### config.mk
export PLATFORM = sky130hd
export DESIGN_NAME = mem_issue_queue
export DESIGN_NICKNAME = d
export VERILOG_FILES = /design/src/rtl/mem_iq_pkg.sv /design/src/rtl/mem_iq_lane_pick.sv /design/src/rtl/mem_issue_queue.sv
export SDC_FILE = /design/constraint.sdc
export NUM_CORES = 1
export LEC_CHECK = 0
export ABC_AREA = 1
export CORE_MARGIN = 3
export CORE_UTILIZATION = 34
export DETAILED_ROUTE_END_ITERATION = 8
export GPL_TIMING_DRIVEN = 0
export PLACE_DENSITY = 0.56
export SLEW_MARGIN = 30
export SYNTH_ARGS = -nofsm -noshare
export SYNTH_HDL_FRONTEND = slang
export SYNTH_SLANG_ARGS = --single-unit
### constraint.sdc
create_clock -name cpu_clk_i -period 18.7 [get_ports cpu_clk_i]
set_clock_uncertainty 0.15 [all_clocks]
set_input_delay 3.74 -clock cpu_clk_i [delete_from_list [all_inputs] [get_ports cpu_clk_i]]
set_output_delay 3.74 -clock cpu_clk_i [all_outputs]
set_load 0.02 [all_outputs]
### src/rtl/mem_iq_pkg.sv
// Shared types and constants for the memory/system issue queue.
package mem_iq_pkg;

  localparam int IQ_XLEN  = 32;
  localparam int IQ_ROB_W = 5;
  localparam int IQ_LANES = 2;

  // Issue channel indices into chan_rdy_i / iss_vld_o
  localparam int CH_LSU  = 0;
  localparam int CH_CPLX = 1;
  localparam int CH_CSR  = 2;

  typedef enum logic [2:0] {
    CLS_LOAD  = 3'd0,
    CLS_STORE = 3'd1,
    CLS_CPLX  = 3'd2,
    CLS_CSR   = 3'd3,
    CLS_FENCE = 3'd4
  } cls_e;

  typedef struct packed {
    logic [5:0]         rs1;
    logic [5:0]         rs2;
    logic [5:0]         dest;
    logic [IQ_XLEN-1:0] imm;
    cls_e               cls;
    logic [2:0]         opc;
  } uop_t;

  // op = {is_store, opc}: the LSU shares one channel for loads and stores
  typedef struct packed {
    logic [3:0]                           op;
    logic [IQ_XLEN-1:0]                   addr;
    logic [IQ_XLEN-1:0]                   data;
    logic [5:0]                           dest;
    logic [IQ_ROB_W+$clog2(IQ_LANES)-1:0] rob;
  } iss_t;

  localparam int UOP_W = $bits(uop_t);
  localparam int ISS_W = $bits(iss_t);

endpackage

### src/rtl/mem_iq_lane_pick.sv
// Finds the lowest valid lane at or above lane_ptr; last means none follow it.
module mem_iq_lane_pick #(
  parameter  int LANES = 2,
  localparam int LW    = (LANES > 1) ? $clog2(LANES) : 1
) (
  input  logic [LANES-1:0] lane_vld,
  input  logic [LW-1:0]    lane_ptr,
  output logic [LW-1:0]    sel,
  output logic             found,
  output logic             last
);

  // First hit selects; any later hit means the selected lane is not the last
  always_comb begin
    sel   = '0;
    found = 1'b0;
    last  = 1'b1;
    for (int i = 0; i < LANES; i++) begin
      if (lane_vld[i] && (i >= int'(lane_ptr))) begin
        if (!found) begin
          sel   = LW'(i);
          found = 1'b1;
        end else begin
          last = 1'b0;
        end
      end
    end
  end

endmodule

### src/rtl/mem_issue_queue.sv
// In-order issue queue feeding the LSU, complex unit and CSR/fence path.
module mem_issue_queue
  import mem_iq_pkg::*;
#(
  parameter int DEPTH = 8,
  parameter int LANES = IQ_LANES,
  parameter int ROB_W = IQ_ROB_W,
  parameter int XLEN  = IQ_XLEN
) (
  input  logic                            cpu_clk_i,
  input  logic                            cpu_rst_ni,
  input  logic                            flush_i,
  input  logic                            enq_vld_i,
  input  logic [ROB_W-1:0]                enq_rob_i,
  input  logic [LANES-1:0]                enq_lane_vld_i,
  input  logic [LANES*UOP_W-1:0]          enq_uop_i,
  output logic                            full_o,
  output logic [5:0]                      rs1_idx_o,
  output logic [5:0]                      rs2_idx_o,
  input  logic                            rs1_rdy_i,
  input  logic                            rs2_rdy_i,
  input  logic [XLEN-1:0]                 rs1_data_i,
  input  logic [XLEN-1:0]                 rs2_data_i,
  input  logic [ROB_W-1:0]                rob_oldest_i,
  input  logic                            rob_lock_i,
  input  logic [2:0]                      chan_rdy_i,
  input  logic                            sb_empty_i,
  input  logic                            sys_done_i,
  output logic [2:0]                      iss_vld_o,
  output iss_t                            iss_pkt_o,
  output logic                            fence_done_o,
  output logic [ROB_W+$clog2(LANES)-1:0]  fence_rob_o
);

  localparam int PW = $clog2(DEPTH);
  localparam int CW = PW + 1;
  localparam int LW = (LANES > 1) ? $clog2(LANES) : 1;

  logic [LANES-1:0][UOP_W-1:0] uop_q [DEPTH];
  logic [LANES-1:0]            vld_q [DEPTH];
  logic [ROB_W-1:0]            rob_q [DEPTH];

  logic [PW-1:0] rd_ptr, wr_ptr;
  logic [CW-1:0] count, count_nxt;
  logic [LW-1:0] lane_ptr, sel;
  logic          sys_wait, fence_wait;
  logic          found, last;
  logic          push, pop, issue, retire, chan_ok, go, fence_fin;
  logic [2:0]    iss_ch;
  uop_t          head;
  logic [ROB_W-1:0] hrob;
  logic [ROB_W+LW-1:0] rob_id;
  iss_t          iss_d;

  mem_iq_lane_pick #(.LANES(LANES)) u_pick (
    .lane_vld (vld_q[rd_ptr]),
    .lane_ptr (lane_ptr),
    .sel      (sel),
    .found    (found),
    .last     (last)
  );

  assign head      = uop_t'(uop_q[rd_ptr][sel]);
  assign hrob      = rob_q[rd_ptr];
  assign rob_id    = {hrob, sel};
  assign rs1_idx_o = head.rs1;
  assign rs2_idx_o = head.rs2;

  // Issue decision, retirement and the outgoing packet for the head uop
  always_comb begin
    chan_ok = 1'b0;
    iss_ch  = '0;
    case (head.cls)
      CLS_LOAD:  begin chan_ok = chan_rdy_i[CH_LSU];                            iss_ch[CH_LSU]  = 1'b1; end
      CLS_STORE: begin chan_ok = rs2_rdy_i && chan_rdy_i[CH_LSU];               iss_ch[CH_LSU]  = 1'b1; end
      CLS_CPLX:  begin chan_ok = rs2_rdy_i && chan_rdy_i[CH_CPLX];              iss_ch[CH_CPLX] = 1'b1; end
      CLS_CSR:   begin chan_ok = chan_rdy_i[CH_CSR] && (hrob == rob_oldest_i);  iss_ch[CH_CSR]  = 1'b1; end
      CLS_FENCE: chan_ok = (hrob == rob_oldest_i);
      default:   chan_ok = 1'b0;
    endcase
    go        = (count != '0) && found && !rob_lock_i && !sys_wait && !fence_wait
                && rs1_rdy_i && !flush_i;
    issue     = go && chan_ok;
    fence_fin = fence_wait && sb_empty_i && !flush_i;
    // CSR and FENCE lanes retire on completion, not at issue
    retire    = !flush_i && ((issue && (head.cls inside {CLS_LOAD, CLS_STORE, CLS_CPLX}))
                || (sys_wait && sys_done_i) || fence_fin);
    pop       = retire && last;
    push      = enq_vld_i && !full_o && !flush_i && (|enq_lane_vld_i);
    count_nxt = count + CW'(push) - CW'(pop);

    iss_d      = '0;
    iss_d.op   = {head.cls == CLS_STORE, head.opc};
    iss_d.addr = rs1_data_i + head.imm;
    iss_d.dest = head.dest;
    iss_d.rob  = rob_id;
    if (head.cls == CLS_CSR)
      iss_d.data = head.opc[2] ? XLEN'(head.rs1[4:0]) :
                   head.opc[1] ? XLEN'(rs1_data_i[4:0]) : rs1_data_i;
    else
      iss_d.data = rs2_data_i;
  end

  // Packet storage; contents need no reset since count guards every read
  always_ff @(posedge cpu_clk_i) begin
    if (push) begin
      uop_q[wr_ptr] <= enq_uop_i;
      vld_q[wr_ptr] <= enq_lane_vld_i;
      rob_q[wr_ptr] <= enq_rob_i;
    end
  end

  // Pointers, occupancy and serialisation state
  always_ff @(posedge cpu_clk_i or negedge cpu_rst_ni) begin
    if (!cpu_rst_ni) begin
      rd_ptr <= '0; wr_ptr <= '0; count <= '0; lane_ptr <= '0;
      sys_wait <= 1'b0; fence_wait <= 1'b0; full_o <= 1'b0;
    end else if (flush_i) begin
      rd_ptr <= '0; wr_ptr <= '0; count <= '0; lane_ptr <= '0;
      sys_wait <= 1'b0; fence_wait <= 1'b0; full_o <= 1'b0;
    end else begin
      if (push) wr_ptr <= wr_ptr + 1'b1;
      if (pop) begin
        rd_ptr   <= rd_ptr + 1'b1;
        lane_ptr <= '0;
      end else if (retire) begin
        lane_ptr <= sel + LW'(1);
      end
      count  <= count_nxt;
      full_o <= (count_nxt == CW'(DEPTH));
      if (issue && head.cls == CLS_CSR) sys_wait <= 1'b1;
      else if (sys_done_i)              sys_wait <= 1'b0;
      if (issue && head.cls == CLS_FENCE) fence_wait <= 1'b1;
      else if (sb_empty_i)                fence_wait <= 1'b0;
    end
  end

  // Registered issue pulses and fence completion
  always_ff @(posedge cpu_clk_i or negedge cpu_rst_ni) begin
    if (!cpu_rst_ni) begin
      iss_vld_o <= '0; iss_pkt_o <= '0; fence_done_o <= 1'b0; fence_rob_o <= '0;
    end else if (flush_i) begin
      iss_vld_o <= '0; fence_done_o <= 1'b0;
    end else begin
      iss_vld_o    <= issue ? iss_ch : 3'b000;
      if (issue) iss_pkt_o <= iss_d;
      fence_done_o <= fence_fin;
      if (fence_fin) fence_rob_o <= rob_id;
    end
  end

endmodule

# == Word-level counts from Yosys, hierarchy flattened ==
# Memory sizes are Yosys's and may differ from the RTL's.
# Index checks and enable logic that the tools add are counted.
# W data, S select, Z words.
# classes
addsub,6
bitwise,1
n_eq_ne,6
magnitude_cmp,2
reduce_logical,41
n_mux,34
# op_table
operator,count
$mux W56,2
$mux W32,3
$add A32 B32 Y32,1
$logic_and A1 B1 Y1,22
$mux W1,21
$mux W3,6
$reduce_bool A3 Y1,4
$add A3 B1 Y3 const B,2
$eq A3 B2 Y1 const B,2
$eq A5 B5 Y1,1
$logic_not A1 Y1,5
$pmux W1 S5,1
$add A4 B1 Y4,1
$eq A4 B4 Y1 const B,1
$mux W4,1
$reduce_and A2 Y1,2
$reduce_bool A2 Y1,2
$reduce_bool A4 Y1,1
$reduce_or A2 Y1,2
$sub A4 B1 Y4,1
$eq A3 B1 Y1 const B,1
$eq A3 B3 Y1 const B,1
$logic_not A3 Y1,1
$logic_or A1 B1 Y1,2
4 further kinds,4
# totals
elab_cells,108
regBits,104
ram_bits,952
mem_count,3
input_bits,200
output_inout_bits,103
# memory_table
memory,depth,word_bits,rd,rd_clocked_by_memory_dff,write_ports,line_no,text
uop_q,8,112,1,0,1,mem_issue_queue.sv:39,logic [LANES-1:0][UOP_W-1:0] uop_q [DEPTH];
rob_q,8,5,1,0,1,mem_issue_queue.sv:41,logic [ROB_W-1:0] rob_q [DEPTH];
vld_q,8,2,1,0,1,mem_issue_queue.sv:40,logic [LANES-1:0] vld_q [DEPTH];

# == Longest topological paths before layout ==
# Gate-level depths: netlist of the first run.
# logic_depth
word_depth,19
mapped_depth,30
mapped_depth_nobuf,29

# == Cells and area by module ==
# A second synthesis of the first run with hierarchy kept.
# unflattened
hier_cells,3390
hier_area_um2,43077.6
# by_module_without_submodules
module,area_each_um2,cells_per_inst,instances
mem_issue_queue,43048.8,3384,1
mem_iq_lane_pick,28.8,6,1

# == Least setup slack after synthesis of the first run ==
# Ideal clock, no wire load.
# synth_timing
path_type,input to register
start,input port flush_i
end,memory rob_q[2][0] in the netlist's numbering (enable)
slack_ps,5509
arrival_time_ps,12297
required_time_ps,17806
path_stages,4
path_cell_list,clkbuf_1 -> nor2_1 -> nand2_1 -> nor3_1
# synth_between
elab_chain_cells,5
# synth_lines
item,line_no,text
"start, declared",mem_issue_queue.sv:12,"input logic flush_i,"
$logic_not A1 Y1,mem_issue_queue.sv:89,push = enq_vld_i && !full_o && !flush_i && (|enq_lane_vld_i);
$logic_and A1 B1 Y1 (2 in a row),mem_issue_queue.sv:89,
$mux W1,mem_issue_queue.sv:106,if (push) begin
$mux W1 (implied by the code),mem_issue_queue.sv:109,rob_q[wr_ptr] <= enq_rob_i;
"end, declared",mem_issue_queue.sv:41,
# No other way between the ends.

==> flow_summary_export.csv, run 1 <==
group,metric,value,unit
setup_path,crit_path_max_incr_delay,710,ps
logic_synthesis,synthArstFlopShare,9.848,%
logic_synthesis,synth_sequential_area_ratio,71.77,%
setup_path,crit_fanout,10,
die,fp.dieH,363.5,µm
final_layout,layout.area.seq,31190,µm²
setup_path,regToRegEndpoint,"iss_pkt_o[64]",
setup_path,critPathLaunch,"rd_ptr[1]",
job,drv_cap,0,
die,die_w,363.5,µm
final_layout,fin_area,53950,µm²
min_path,hp-class,"flop to flop",
placed_design,port_buffers,301,
die,io_pins,303,
sta,tns,0,ps
setup_path,endpoint_kind,"primary output",
logic_synthesis,syn_nets,3689,
setup_path,startpoint_type,"flop",
logic_synthesis,synth-main-ff-cell,"edfxtp_1",
clock_network,clkTransAtPathRegs,60,ps
sta,worst_pin_slew,1203,ps
placed_design,dpl_cell_area,50390,µm²
placed_design,place_congestion,0.8632,
clock_network,clk_path_buf_depth,3,
sta,slew_headroom,18.94,%
logic_synthesis,yosys_warnings,0,
die,core-area,126200,µm²
final_layout,drive_above_1_share,10.96,%
sta,finalCriticalPeriod,9438,ps
route,postRouteAntennaNets,0,
logic_synthesis,netlist.area_leader.share,65.78,%
final_layout,fin_cells,5723,
global_route,antenna_found_initial,35,
clock_network,cts.sinks,1056,
logic_synthesis,netlist_instances,3449,
setup_path,r2r_cells,20,
setup_path,reg2reg_from,"rd_ptr[2]",
logic_synthesis,synth_largest_area_cell,"edfxtp_1",
final_layout,multi_input_area,10770,µm²
route,firstDrtPassIters,5,
clock_network,cts_tree,"built",
route,drtIter0Drc,3240,
die,design.die.area,132100,µm²
power,power-per-cell-area,97.70,nW/µm²
setup_path,crit_type,"flop to primary output",
sta,drv_slew,0,
clock_network,root_buffer,"clkbuf_16",
global_route,track_usage,22.11,%
sta,max_freq,0.1060,GHz
global_route,grt_pass1_vias,29904,
final_layout,fillers,11674,
route,drc,0,
setup_path,path_cells,"inv_2 > buf_4 > buf_2 > clkbuf_1 > clkbuf_1 > buf_1 > o21ai_0 > o221ai_1 > a21oi_1 > a31oi_1 > buf_4 > clkdlybuf4s50_1",
global_route,grt_start_max_net_pins,55,
clock_network,cts_resized,0,
logic_synthesis,netlist_area,43460,µm²
sta,rsz0062_at_grt,"false",
route,wl_per_cell,26.10,µm
power,ir_drop,0.07334,mV
setup_path,cp.required,14810,ps
sta,finalCritPeriodShare,50.47,%
sta,report.final.setup_viol,0,
final_layout,syn_to_final_growth,24.14,%
sta,setup_ws,9262,ps
run_status,status,"completed",
die,fp-row-count,130,
final_layout,nNetsFinal,4198,
clock_network,cts_setup_buffers,0,
logic_synthesis,syn_avg_cell_area,12.60,µm²
logic_synthesis,synth_edf_count,952,
placed_design,place_inst,5499,
setup_path,ff2ff_setup_slack,11480,ps
logic_synthesis,ys_types,45,
setup_path,slowest_stage,"clkbuf_1",
setup_path,cp-endpoint,"rs1_idx_o[5]",
global_route,overflow,0,
clock_network,cts_hold_buf,0,
clock_network,cts_buffers,107,
setup_path,worst_ep_arrival_time,5550,ps
route,avgViaCountPerCell,5.390,
route,num_vias,30849,
clock_network,clock_latency,690,ps
sta,finalHoldViolCount,0,
logic_synthesis,synth-seq-cells,1056,
placed_design,dp_hpwl,106400,µm
die,initial_utilization,34.43,%
global_route,grt_pass1_wl,213500,µm
power,leakage,19.05,nW
final_layout,post-route-util,42.74,%
clock_network,htree_levels,3,
placed_design,place_ws,9975,ps
logic_synthesis,yosys-top-cells-area,"edfxtp_1 (66%), dfrtp_1 (6.0%), nand2_1 (5.8%), a21oi_1 (3.7%), o21ai_0 (3.3%)",
route,wl,149400,µm
## placed cells by master (no fill, tap or decap), types with 34 or more instances in the layout
cell type	n
edfxtp_1	952
nand2_1	674
a21oi_1	318
clkdlybuf4s50_1	300
o21ai_0	287
nor2_1	255
clkbuf_1	136
a221oi_1	128
clkbuf_16	109
dfrtp_1	104
inv_1	72
nand3_1	68
o21ai_1	66
buf_4	64
buf_2	59
buf_16	49
o221ai_1	47
o21ai_2	40
o22ai_1	39
ha_1	38
buf_6	34
## cell families (layout without fill, tap and decap cells)
group	count (synthesis)	count (layout)	synth area share, %
muxes	9	9	0.2073
DFF	1056	1056	71.77
adders and majority gates	40	40	1.186
buffers and inverters	316	919	3.579
xor gates and xnor gates	33	33	0.6651
and+or+nand+nor	1035	1035	9.380
other	0	21	0
AOI/OAI and AO/OA	960	960	13.21
## where the power goes
group          leakage [nW]  internal [mW]  total, mW  switching, mW
Clock                  1.70           1.23       2.15          0.917
Combinational          7.34          0.182      0.459          0.277
Sequential             10.0           2.64       2.66         0.0240
## metrics by stage
step / hold WS [ps] / total power, mW
final: 332.1 / 5.271
after global routing: 347.8 / 5.429
after CTS: 332.8 / 5.295
after detailed placement: 319.6 / 3.169
after global placement: 316.4 / 3.159
after floorplan: 331.5 / 2.916
## sequential cells by signal, summed over array words and instances (netlist names)
signal        flops
fence_wait        1
vld_q            16
count             4
uop_q           896
iss_pkt_o        80
iss_vld_o         3
lane_ptr          1
fence_rob_o       6
wr_ptr            3
full_o            1
fence_done_o      1
rd_ptr            3
sys_wait          1
rob_q            40
## metal layers
layer	vias to the layer above	wire length [µm]	global-route usage [%]
met5	-	107	0
met4	16	4177	7.094
met2	1416	70770	36.05
li1	13768	-	-
met1	15398	60430	28.98
met3	251	13900	5.506
## cells in the mapped netlist, types with 5 or more instances
| cell type | count |
|---|---|
| ha_1 | 38 |
| xnor2_1 | 18 |
| a221oi_1 | 128 |
| clkbuf_1 | 116 |
| o221ai_1 | 47 |
| a31oi_1 | 15 |
| a21oi_1 | 318 |
| o21ai_1 | 64 |
| inv_2 | 7 |
| inv_1 | 72 |
| mux2i_1 | 9 |
| dfrtp_1 | 104 |
| a31o_2 | 7 |
| buf_4 | 25 |
| nand2_2 | 6 |
| o21ai_2 | 40 |
| nor2_1 | 261 |
| edfxtp_1 | 952 |
| o21ai_0 | 289 |
| buf_6 | 27 |
| xor2_1 | 15 |
| buf_2 | 58 |
| buf_1 | 9 |
| nand3_1 | 68 |
| nand2_1 | 674 |
| nand4_1 | 5 |
| o22ai_1 | 39 |
| nor3_1 | 7 |
## worst max-delay path, delay by kind of cell (launching register included)
kind	cells	cell delay [ps]
buf+inv	8	3350
flops	1	470
compound gates	4	1030
## layout make-up
| type | instances | share of cell area (%) |
|---|---|---|
| clock buffer | 137 | 5.381 |
| tap | 1650 | 3.827 |
| timing repair buffer | 400 | 8.913 |
| multi-input combinational | 2077 | 19.97 |
| inverter | 81 | 0.5636 |
| sequential | 1056 | 57.81 |
| antenna | 21 | 0.09741 |
| buffer | 235 | 2.324 |
| clock inverter | 66 | 1.111 |
## worst min-delay path by stage
stage	from	end	slack (ps)	cells after the start
finish	iss_pkt_o[29]	iss_pkt_o[29]	330	2
global route	iss_pkt_o[39]	iss_pkt_o[39]	350	2
CTS	iss_pkt_o[29]	iss_pkt_o[29]	330	2
detailed placement	iss_pkt_o[79]	iss_pkt_o[79]	320	2
global placement	iss_pkt_o[79]	iss_pkt_o[79]	320	2
floorplan	lane_ptr	lane_ptr	330	2
(Power assumes the default switching activity.)
==> run 2, diff against run 1 <==
--- a/config.mk
+++ b/config.mk
@@ -10,7 +10,7 @@
 export CORE_UTILIZATION = 34
 export DETAILED_ROUTE_END_ITERATION = 8
 export GPL_TIMING_DRIVEN = 0
-export PLACE_DENSITY = 0.56
+export PLACE_DENSITY = 0.58
 export SLEW_MARGIN = 30
 export SYNTH_ARGS = -nofsm -noshare
 export SYNTH_HDL_FRONTEND = slang
==> constraint.sdc (replaced) <==
create_clock -name cpu_clk_i -period 8.4 [get_ports cpu_clk_i]
set_clock_uncertainty 0.15 [all_clocks]
set_input_delay 1.68 -clock cpu_clk_i [delete_from_list [all_inputs] [get_ports cpu_clk_i]]
set_output_delay 1.68 -clock cpu_clk_i [all_outputs]
set_load 0.02 [all_outputs]
==> flow_summary_export.csv, run 2 (synthesis gave the netlist of run 1 again) <==
group,metric,value,unit
final_layout,nNetsFinal,4181,
clock_network,root_buffer,"clkbuf_16",
global_route,grt_pass1_wl,209600,µm
setup_path,reg2reg_from,"rd_ptr[2]",
clock_network,clkTransAtPathRegs,60,ps
run_status,status,"completed",
setup_path,crit_fanout,10,
route,postRouteAntennaNets,0,
final_layout,regMostFlops,"uop_q",
global_route,grt_pass1_vias,29156,
clock_network,cts_hold_buf,0,
setup_path,slowest_stage,"clkbuf_1",
clock_network,cts_buffers,108,
clock_network,cts_setup_buffers,0,
power,power-per-cell-area,214.1,nW/µm²
sta,finalHoldViolCount,0,
placed_design,port_buffers,301,
setup_path,critPathLaunch,"rd_ptr[2]",
clock_network,cts.sinks,1056,
die,core-area,126200,µm²
min_path,hp-class,"flop to flop",
clock_network,cts_tree,"built",
job,drv_cap,0,
setup_path,crit_path_max_incr_delay,810,ps
setup_path,crit_type,"flop to primary output",
setup_path,crit_family,"buffers and inverters",
route,avgViaCountPerCell,5.408,
final_layout,largest_registers,"uop_q: 896 flops, iss_pkt_o: 80 flops, rob_q: 40 flops",
placed_design,place_congestion,0.8885,
route,drc,0,
die,design.die.area,132100,µm²
setup_path,startpoint_type,"flop",
final_layout,largest_reg_flops,896,
route,drtIter0Drc,3182,
sta,worst_pin_slew,1147,ps
sta,drv_slew,0,
sta,report.final.setup_viol,0,
sta,rsz0062_at_grt,"false",
global_route,antenna_found_initial,40,
clock_network,clock_latency,700,ps
setup_path,path_cells,"clkbuf_1 > clkbuf_1 > clkbuf_1 > clkbuf_1 > clkbuf_1 > o221ai_1 > a21oi_1 > a31oi_1 > buf_4 > clkdlybuf4s50_1",
final_layout,drive_above_1_share,10.24,%
die,fp-row-count,130,
route,wl_per_cell,25.83,µm
final_layout,fin_area,53750,µm²
route,firstDrtPassIters,7,
final_layout,layout_commonest_cell,"edfxtp_1",
placed_design,dpl_cell_area,50370,µm²
die,initial_utilization,34.43,%
clock_network,htree_levels,3,
power,ir_drop,0.1633,mV
setup_path,worst_ep_arrival_time,5600,ps
die,io_pins,303,
final_layout,mostFrequentLayoutCells,"edfxtp_1 (952), nand2_1 (674), a21oi_1 (318), clkdlybuf4s50_1 (300), o21ai_0 (284)",
sta,tns,0,ps
global_route,overflow,0,
final_layout,syn_to_final_growth,23.69,%
sta,finalCritPeriodShare,88.46,%
route,num_vias,30853,
die,fp.dieH,363.5,µm
global_route,track_usage,21.73,%
setup_path,cp.required,6570,ps
sta,max_freq,0.1346,GHz
route,wl,147300,µm
clock_network,clk_path_buf_depth,3,
global_route,grt_start_max_net_pins,71,
die,die_w,363.5,µm
setup_path,endpoint_kind,"primary output",
placed_design,dp_hpwl,105200,µm
min_path,min-delay-start,"iss_pkt_o[19]",
sta,finalCriticalPeriod,7431,ps
sta,slew_headroom,22.75,%
setup_path,ff2ff_setup_slack,1380,ps
setup_path,critical_path_buf_inv_count,7,
setup_path,worst_path_most_repeated_cell,"clkbuf_1",
power,leakage,18.89,nW
clock_network,cts_resized,0,
[run 2: cell types whose count changed in the layout (fill, tap and decap cells not counted), moves of 3 or more]
cell,change
o21ai_0,-3
clkbuf_8,-5
buf_8,+10
inv_6,-3
o21ai_1,+3
bufinv_16,-6
buf_6,+12
buf_4,-39
clkbuf_1,+10
[run 2: path summary, 6_finish.rpt]
check,cells after the start,end
setup / recovery,10,rs2_idx_o[0]
hold / removal,2,iss_pkt_o[19]
setup reg to reg,20,iss_pkt_o[64]
hold reg to reg,2,iss_pkt_o[19]
max in group asynchronous,2,iss_vld_o[2]
min in group asynchronous,1,iss_pkt_o[52]
[run 2: report_power, final]
part           total [mW]  internal (mW)  leakage (nW)  switching, mW
Sequential           5.93           5.87          10.0         0.0568
Combinational        1.01          0.403          7.27          0.609
Clock                4.57           2.56          1.61           2.01
Total                11.5           8.83          18.9           2.67
[run 2: final cells by class]
| cell class | count | area [µm²] |
|---|---|---|
| Clock inverter | 55 | 391.6 |
| Clock buffer | 146 | 2929 |
| Inverter | 81 | 304.0 |
| Multi-Input combinational cell | 2077 | 10780 |
| Timing Repair Buffer | 382 | 4781 |
| Fill cell | 11516 | 72470 |
| Sequential cell | 1056 | 31190 |
| Antenna cell | 23 | 57.56 |
| Tap cell | 1650 | 2064 |
| Buffer | 235 | 1255 |
[run 2: through the flow]
step | hold WS [ps] | utilization (%) | setup WS (ps) | instances | power, mW
6_report | 334.0 | 42.59 | 969.4 | 5705 | 11.51
5_1_grt | 347.4 | 42.56 | 818.6 | 5690 | 11.86
4_1_cts | 332.8 | 42.54 | 892.9 | 5682 | 11.57
3_5_place_dp | 315.8 | 39.91 | 1584 | 5481 | 7.048
3_3_place_gp | 318.0 | 38.46 | -6341 | 5400 | 7.023
2_1_floorplan | 331.5 | - | 486.0 | 3449 | 6.490
[run 2: routing by layer]
metal | GRT usage [%] | vias up | share of wire, % | wire length [µm]
met1 | 29.11 | 15355 | 41 | 60620
met4 | 6.767 | 20 | 2.7 | 3908
met3 | 5.634 | 240 | 9.9 | 14520
li1 | - | 13737 | - | -
met2 | 34.63 | 1501 | 46 | 68170
met5 | 0 | - | 0.090 | 133
[run 2: worst register-to-register path, delay by kind of cell (launching register included)]
family	cells	cell delay, ps
DFF	1	360
and+or+nand+nor	3	550
buffers and inverters	7	2790
adders and majority gates	1	500
xor gates and xnor gates	1	260
AOI/OAI and AO/OA	8	2290
